File: src/rtl/led_pkg.sv
// Shared constants, types and helpers for the zone statistics blocks.
package led_pkg;

  localparam int ZONE_COLS = 24;
  localparam int ZONE_ROWS = 15;
  localparam int NUM_ZONES = ZONE_COLS * ZONE_ROWS;
  localparam int GRAY_W    = 8;
  localparam int ADDR_W    = 9;

  typedef logic [GRAY_W-1:0] gray_t;
  typedef logic [ADDR_W-1:0] addr_t;

  typedef enum logic {
    ST_IDLE = 1'b0,
    ST_EMIT = 1'b1
  } emit_state_e;

  function automatic gray_t max3(input gray_t a, input gray_t b, input gray_t c);
    gray_t m;
    m = (a > b) ? a : b;
    return (m > c) ? m : c;
  endfunction

endpackage

File: src/rtl/zone_emitter.sv
// Shadow bank and band emitter: streams one band of zone maxima to the gray
// buffer, one entry per cycle, restarting whenever a new band copy lands.
//
// state   | meaning
// ST_IDLE | no band pending, outputs hold their last written values
// ST_EMIT | writing shadow[k] to address base+k, k = 0..N_COLS-1
module zone_emitter
  import led_pkg::*;
#(
  parameter int N_COLS = ZONE_COLS,
  parameter int N_ROWS = ZONE_ROWS
) (
  input  logic                          clk,
  input  logic                          rst_n,
  input  logic                          copy_en,
  input  logic [N_COLS-1:0][GRAY_W-1:0] copy_data,
  input  addr_t                         copy_base,
  output logic                          buf_en,
  output addr_t                         cnt_buf,
  output gray_t                         gray,
  output logic                          frame_done,
  output logic                          overrun
);

  localparam int          KW        = $clog2(N_COLS + 1);
  localparam logic [KW-1:0] K_LAST  = KW'(N_COLS - 1);
  localparam addr_t       LAST_ADDR = ADDR_W'(N_COLS * N_ROWS - 1);

  emit_state_e                   state, state_nxt;
  logic [KW-1:0]                 k, k_nxt;
  logic [N_COLS-1:0][GRAY_W-1:0] shadow;
  addr_t                         base;
  addr_t                         addr_cur, addr_hold;
  gray_t                         gray_cur, gray_hold;
  logic                          emitting;

  assign emitting = (state == ST_EMIT);
  assign addr_cur = base + ADDR_W'(k);
  assign gray_cur = shadow[k];

  // A copy always restarts the sweep at k=0, whether idle or mid-band.
  always_comb begin
    state_nxt = state;
    k_nxt     = k;
    case (state)
      ST_IDLE: begin
        if (copy_en) begin
          state_nxt = ST_EMIT;
          k_nxt     = '0;
        end
      end
      ST_EMIT: begin
        if (copy_en) begin
          k_nxt = '0;
        end else if (k == K_LAST) begin
          state_nxt = ST_IDLE;
          k_nxt     = '0;
        end else begin
          k_nxt = k + 1'b1;
        end
      end
      default: begin
        state_nxt = ST_IDLE;
        k_nxt     = '0;
      end
    endcase
  end

  always_ff @(posedge clk or negedge rst_n) begin
    if (!rst_n) begin
      state      <= ST_IDLE;
      k          <= '0;
      shadow     <= '0;
      base       <= '0;
      addr_hold  <= '0;
      gray_hold  <= '0;
      frame_done <= 1'b0;
      overrun    <= 1'b0;
    end else begin
      state <= state_nxt;
      k     <= k_nxt;
      if (copy_en) begin
        shadow <= copy_data;
        base   <= copy_base;
      end
      if (emitting) begin
        addr_hold <= addr_cur;
        gray_hold <= gray_cur;
      end
      frame_done <= emitting && (addr_cur == LAST_ADDR);
      overrun    <= copy_en && emitting;
    end
  end

  // Write port is driven straight from the live sweep; between sweeps the
  // last written address/data stay visible.
  assign buf_en  = emitting;
  assign cnt_buf = emitting ? addr_cur : addr_hold;
  assign gray    = emitting ? gray_cur : gray_hold;

endmodule

File: src/rtl/zone_max_gray.sv
// Per-zone maximum gray (max of R,G,B) over a video frame, emitted one band of
// zones at a time into a 360-entry gray buffer.
module zone_max_gray #(
  parameter int H_ACTIVE  = 1920,
  parameter int V_ACTIVE  = 1080,
  parameter int ZONE_COLS = led_pkg::ZONE_COLS,
  parameter int ZONE_ROWS = led_pkg::ZONE_ROWS
) (
  input  logic                        I_pix_clk,
  input  logic                        I_rst_n,
  input  logic                        I_vs,
  input  logic                        I_de,
  input  logic [led_pkg::GRAY_W-1:0]  I_data_r,
  input  logic [led_pkg::GRAY_W-1:0]  I_data_g,
  input  logic [led_pkg::GRAY_W-1:0]  I_data_b,
  output logic                        O_buf_en,
  output logic [led_pkg::ADDR_W-1:0]  O_cnt_buf,
  output logic [led_pkg::GRAY_W-1:0]  O_gray,
  output logic                        O_frame_done,
  output logic                        O_overrun
);
  import led_pkg::*;

  localparam int ZONE_W = H_ACTIVE / ZONE_COLS;
  localparam int ZONE_H = V_ACTIVE / ZONE_ROWS;
  localparam int PW     = $clog2(H_ACTIVE + 1);
  localparam int ZWW    = $clog2(ZONE_W + 1);
  localparam int ZHW    = $clog2(ZONE_H + 1);
  localparam int CW     = $clog2(ZONE_COLS + 1);
  localparam int BW     = $clog2(ZONE_ROWS + 1);

  logic                 vs_d, de_d, armed;
  logic                 vs_rise, line_end, band_live, pix_ok, band_end, copy_en;
  logic [PW-1:0]        pix_cnt;
  logic [ZWW-1:0]       zone_rem;
  logic [CW-1:0]        zone_col;
  logic [ZHW-1:0]       line_in_band;
  logic [BW-1:0]        band;
  addr_t                copy_base;

  gray_t                gray_p1;
  logic                 valid_p1;
  logic [CW-1:0]        col_p1;

  logic [ZONE_COLS-1:0][GRAY_W-1:0] acc, acc_merged;

  // armed stays low after reset until a fresh VS edge, so a partially seen
  // frame never contributes to any band.
  assign vs_rise   = I_vs && !vs_d;
  assign line_end  = armed && de_d && !I_de;
  assign band_live = (band < BW'(ZONE_ROWS));
  assign pix_ok    = armed && I_de && band_live && (pix_cnt < PW'(H_ACTIVE));
  assign band_end  = line_end && band_live && (line_in_band == ZHW'(ZONE_H - 1));
  assign copy_en   = band_end && !vs_rise;
  assign copy_base = ADDR_W'(band * ZONE_COLS);

  always_ff @(posedge I_pix_clk or negedge I_rst_n) begin
    if (!I_rst_n) begin
      vs_d  <= 1'b1;
      de_d  <= 1'b0;
      armed <= 1'b0;
    end else begin
      vs_d <= I_vs;
      de_d <= I_de;
      if (vs_rise) armed <= 1'b1;
    end
  end

  // Column position uses a per-zone down-counter; zone_col steps on its
  // terminal count.
  always_ff @(posedge I_pix_clk or negedge I_rst_n) begin
    if (!I_rst_n) begin
      pix_cnt      <= '0;
      zone_rem     <= '0;
      zone_col     <= '0;
      line_in_band <= '0;
      band         <= '0;
    end else if (vs_rise) begin
      pix_cnt      <= '0;
      zone_rem     <= ZWW'(ZONE_W - 1);
      zone_col     <= '0;
      line_in_band <= '0;
      band         <= '0;
    end else if (line_end) begin
      pix_cnt  <= '0;
      zone_rem <= ZWW'(ZONE_W - 1);
      zone_col <= '0;
      if (band_live) begin
        if (line_in_band == ZHW'(ZONE_H - 1)) begin
          line_in_band <= '0;
          band         <= band + 1'b1;
        end else begin
          line_in_band <= line_in_band + 1'b1;
        end
      end
    end else if (pix_ok) begin
      pix_cnt <= pix_cnt + 1'b1;
      if (zone_rem == '0) begin
        zone_rem <= ZWW'(ZONE_W - 1);
        zone_col <= zone_col + 1'b1;
      end else begin
        zone_rem <= zone_rem - 1'b1;
      end
    end
  end

  always_ff @(posedge I_pix_clk or negedge I_rst_n) begin
    if (!I_rst_n) begin
      gray_p1  <= '0;
      valid_p1 <= 1'b0;
      col_p1   <= '0;
    end else begin
      gray_p1  <= max3(I_data_r, I_data_g, I_data_b);
      valid_p1 <= pix_ok && !vs_rise;
      col_p1   <= zone_col;
    end
  end

  // The P1 pixel is folded in before the copy so a band's last pixel,
  // still in flight when DE falls, lands in the shadow bank.
  always_comb begin
    acc_merged = acc;
    if (valid_p1 && (gray_p1 > acc[col_p1])) acc_merged[col_p1] = gray_p1;
  end

  always_ff @(posedge I_pix_clk or negedge I_rst_n) begin
    if (!I_rst_n) begin
      acc <= '0;
    end else if (vs_rise || copy_en) begin
      acc <= '0;
    end else begin
      acc <= acc_merged;
    end
  end

  zone_emitter #(
    .N_COLS (ZONE_COLS),
    .N_ROWS (ZONE_ROWS)
  ) u_emitter (
    .clk        (I_pix_clk),
    .rst_n      (I_rst_n),
    .copy_en    (copy_en),
    .copy_data  (acc_merged),
    .copy_base  (copy_base),
    .buf_en     (O_buf_en),
    .cnt_buf    (O_cnt_buf),
    .gray       (O_gray),
    .frame_done (O_frame_done),
    .overrun    (O_overrun)
  );

endmodule

File: config.mk
export PLATFORM = sky130hd
export DESIGN_NAME = zone_max_gray
export DESIGN_NICKNAME = d
export VERILOG_FILES = /design/src/rtl/led_pkg.sv /design/src/rtl/zone_emitter.sv /design/src/rtl/zone_max_gray.sv
export SDC_FILE = /design/constraint.sdc
export NUM_CORES = 1
export LEC_CHECK = 0
export BUFFER_PORTS_ARGS = -buffer_cell sky130_fd_sc_hd__buf_2
export CAP_MARGIN = 20
export CORE_ASPECT_RATIO = 1.2
export CORE_MARGIN = 3
export CORE_UTILIZATION = 64
export CTS_CLUSTER_SIZE = 30
export DETAILED_ROUTE_END_ITERATION = 16
export GPL_ROUTABILITY_DRIVEN = 0
export GPL_TIMING_DRIVEN = 1
export PLACE_DENSITY = 0.81
export SLEW_MARGIN = 15
export SYNTH_ARGS = -nofsm -noshare
export SYNTH_HDL_FRONTEND = slang
export SYNTH_HIERARCHICAL = 1
export SYNTH_SLANG_ARGS = --single-unit
File: constraint.sdc
create_clock -name I_pix_clk -period 4.55 [get_ports I_pix_clk]
set_input_delay 0.455 -clock I_pix_clk [delete_from_list [all_inputs] [get_ports I_pix_clk]]
set_output_delay 0.455 -clock I_pix_clk [all_outputs]
set_load 0.01 [all_outputs]
==> parameters.txt <==
Parameter                              Value

Layout
  P&R area growth vs syn    11.7%
  Layout cells sized above 1    0.351
  Finished Layout Cells    2707
  Antenna fix cells    0
  Total number of nets in the final design    2212

Critical path
  Crit path capture type    flip-flop
  Type of the worst setup path    reg2reg
  Cell Chain, Critical Path    buf_4, buf_12, mux4_2, a22oi_1, nand2_1, a221oi_1, ha_1, nand4_1, o211ai_4, nor2_1, o21ai_2, buf_4, mux2_2, mux2_2
  Launch point of the critical path    col_p1[1]
  Start of the worst register-to-register path    col_p1[1]
  CP Buf/Inv Count    3
  Highest net fanout along the worst path    38
  Crit-path max cell delay    0.60 ns
  Worst reg2reg path endpoint    u_emitter/shadow[50]
  Standard cell with the maximum stage delay on the critical path    sky130_fd_sc_hd__dfrtp_4
  CP top delay family    compound AO/OA/AOI/OAI gates
  Endpoint of the most critical setup path    u_emitter/shadow[50]
  Data arrival time of the worst path    5.03 ns
  WP depth    14
  Launching element type of the critical path    flip-flop
  Required time at the worst-slack endpoint    5.00 ns
  Flop-to-flop setup slack    -0.03 ns
  Length in cells of the worst reg-to-reg path    14

Synth
  List of most frequent post-synthesis cells    sky130_fd_sc_hd__dfrtp_1, sky130_fd_sc_hd__mux2_2, sky130_fd_sc_hd__nand2_1
  Area fraction in compound gates after synthesis    0.0534
  Post-synthesis cell area    25700 um2
  Top-area cell type share of the netlist area    0.456
  Number of distinct standard cells referenced by the synthesized netlist    65
  Post-synth EDFFs    0
  Combinational family with the most area after synthesis    multiplexers
  Portion of the post-synthesis area used by sequential elements    0.457
  Count leader, synth    sky130_fd_sc_hd__dfrtp_1
  Share of cell area taken by muxes after synthesis    0.335
  Largest area contributor in the synthesized netlist    sky130_fd_sc_hd__dfrtp_1
  Warning count from the yosys run    6
  Ranking of synthesized cells by area    sky130_fd_sc_hd__dfrtp_1, sky130_fd_sc_hd__mux2_2, sky130_fd_sc_hd__mux2i_1, sky130_fd_sc_hd__mux4_2, sky130_fd_sc_hd__nand2_1
  Post-synthesis instance total    2068
  Adder-cell share of the synthesized area    0.0201
  Area fraction in and, or, nand and nor cells after synthesis    0.0793
  Fraction of synthesized cell area in xor and xnor cells    0.0106
  Most used flip-flop cell after synthesis    sky130_fd_sc_hd__dfrtp_1
  Yosys reg bits    469
  Fraction of synthesis flops using an asynchronous set or reset pin    1.00
  Avg Inst Size Synth    12.4 um2

Floorplan
  Number of rows created at floorplan    79
  Die outline height    225 um
  Starting density of the core    0.654
  Placeable core region    39200 um2
  Die X-Extent    189 um
  Die footprint    42600 um2
  Top-level port count    48

Timing
  Tightest Pin Transition    1.13 ns
  Count of final max-slew check failures    0
  Setup violations, final    7
  Hold Slack    -0.0133 ns
  Headroom to the max-slew limit    0.244
  Achievable frequency    218 MHz
  Smallest setup slack after layout    -0.0288 ns
  Worst Clk Skew    0.0215 ns
  Fin. Hold Viols    5
  Post-route clock period utilization    1.01
  Crit path time final    4.58 ns

Clocking
  Clock latency on the worst-skew pair    0.58 ns
  Clock tree from TritonCTS    done
  Deepest level of the CTS H-tree    2
  Clock Root Buffer    sky130_fd_sc_hd__clkbuf_16
  Clock transition at path regs    0.06 ns
  Cts bufs inserted    47
  Number of clock sinks    469
  Buffer depth of the longest clock path    3

Power and ir drop
  Logic gate share of total power    0.141
  Power spent charging and discharging nets    2.63 mW
  Maximum vdd drop    0.298 mV
  Switching fraction of total power    0.278
  Total power density per cell area    330 nW/um2
  P_leak    14.8 nW
  Clock Power Share    0.406
  Sequential share of power    0.454
  Pint    6.83 mW

Routing
  Residual DRC count    0
  Violation count after the first detailed-route iteration    1587
  Sum of routed wire length over all layers    65600 um
  Final antenna-violating net count    0
  Number of vias in the routed layout    17796
  Wire length per cell    24.2 um
  Avg Vias per Cell    6.57
  1st-pass router iterations    5

Global route
  First-pass GRT wire length    101000 um
  Overall global routing resource usage    0.302
  Vias in the first global route    17818
  Antenna violations before repair    0
  Maximum number of pins on one net before global-route repair    114
  Global-route congestion overflow total    0

Hold path
  Worst hold path type    in2async

Placed design
  Post-DP HPWL    42000 um
  Number of input and output port buffers inserted    47
  Number of instances in the placed design    2546

Flow run
  Reported max-cap violation count    0

Outcome
  Outcome    complete, but fails checks
  Violated checks    negative hold slack, negative setup slack
-- repair_timing --
action / 4_1_cts / 5_1_grt
buffers inserted: 0 / 73
endpoints found under the setup margin: 0 / 174
gates resized for setup: 0 / 5
hold buffers: 1 / 0
endpoints found under the hold margin: 1 / 0
-- registers in the layout, summed over array words and instances (netlist names) --
signal and count:
col_p1 5, u_emitter/base 9, valid_p1 1, armed 1, zone_rem 7, u_emitter/buf_en 1
u_emitter/frame_done 1, u_emitter/overrun 1, line_in_band 7, u_emitter/gray_hold 8, u_emitter/shadow 192, u_emitter/k 5
acc 192, band 4, pix_cnt 11, gray_p1 8, u_emitter/addr_hold 9, zone_col 5
vs_d 1, de_d 1
-- per-layer routing --
metal / GRT usage / part of all wire / vias up / wire length, um
li1: - / - / 7643 / -
met2: 0.504 / 0.49 / 771 / 32300
met3: 0.0404 / 0.069 / 171 / 4510
met4: 0.105 / 0.037 / 0 / 2420
met1: 0.415 / 0.40 / 9211 / 26400
met5: 0 / 0 / - / 0
-- through the flow --
step,power (mW),utilization,TNS [ns],setup WS (ns),instance area (um2)
finish,9.47,0.731,-0.102,-0.0288,28700
global route,9.77,0.731,-2.08,-0.110,28700
CTS,9.46,0.712,0,0.0227,27900
detailed placement,5.65,0.672,0,0.0731,26400
global placement,5.62,0.672,0,0.180,26400
floorplan,5.19,-,0,0.616,25700
-- how the worst min path moves through the flow --
stage,startpoint,slack [ns],endpoint
after floorplan,I_rst_n,0.16,acc[0]
after global placement,zone_col[1],0.42,col_p1[1]
after detailed placement,zone_col[1],0.43,col_p1[1]
after CTS,I_rst_n,0.02,acc[111]
after global routing,I_de,0.03,de_d
final,I_rst_n,-0.01,acc[16]
-- cells in the final DEF, fill, tap and decap left out, types with 25 or more instances in the layout --
master                      netlist  final
sky130_fd_sc_hd__dfrtp_1        468    464
sky130_fd_sc_hd__mux2_2         370    370
sky130_fd_sc_hd__nand2_1        255    255
sky130_fd_sc_hd__mux2i_1        253    253
sky130_fd_sc_hd__buf_4           11    101
sky130_fd_sc_hd__mux4_2          68     68
sky130_fd_sc_hd__nor2_1          67     66
sky130_fd_sc_hd__a22oi_1         50     50
sky130_fd_sc_hd__clkbuf_16        0     48
sky130_fd_sc_hd__buf_2           58     46
sky130_fd_sc_hd__ha_1            38     38
sky130_fd_sc_hd__buf_12           0     38
sky130_fd_sc_hd__inv_1           27     27
sky130_fd_sc_hd__nand3_1         25     25
-- final cells by class --
cell class	count	area (um2)
multi-input cells	1412	12900
inverters	27	101
clock inverters	18	138
flip-flops and latches	469	11800
fillers	2507	10600
repair buffers	187	1770
clock buffers	68	1400
well taps	526	658
-- power groups by stage --
stage	clock network (mW)	registers (mW)	logic, mW
3_5_place_dp	0	4.37	1.28
5_1_grt	4.05	4.30	1.42
3_3_place_gp	0	4.37	1.25
4_1_cts	3.88	4.29	1.29
2_1_floorplan	0	4.36	0.823
6_report	3.84	4.30	1.33
-- logic make-up after synthesis --
kind of cell / after synthesis
xor gates and xnor gates: 31
and+or+nand+nor: 447
buffers and inverters: 190
AOI/OAI and AO/OA: 169
DFF: 469
other: 1
adders and majority gates: 40
muxes: 721
Note: power is estimated with default switching activity, not from simulation.
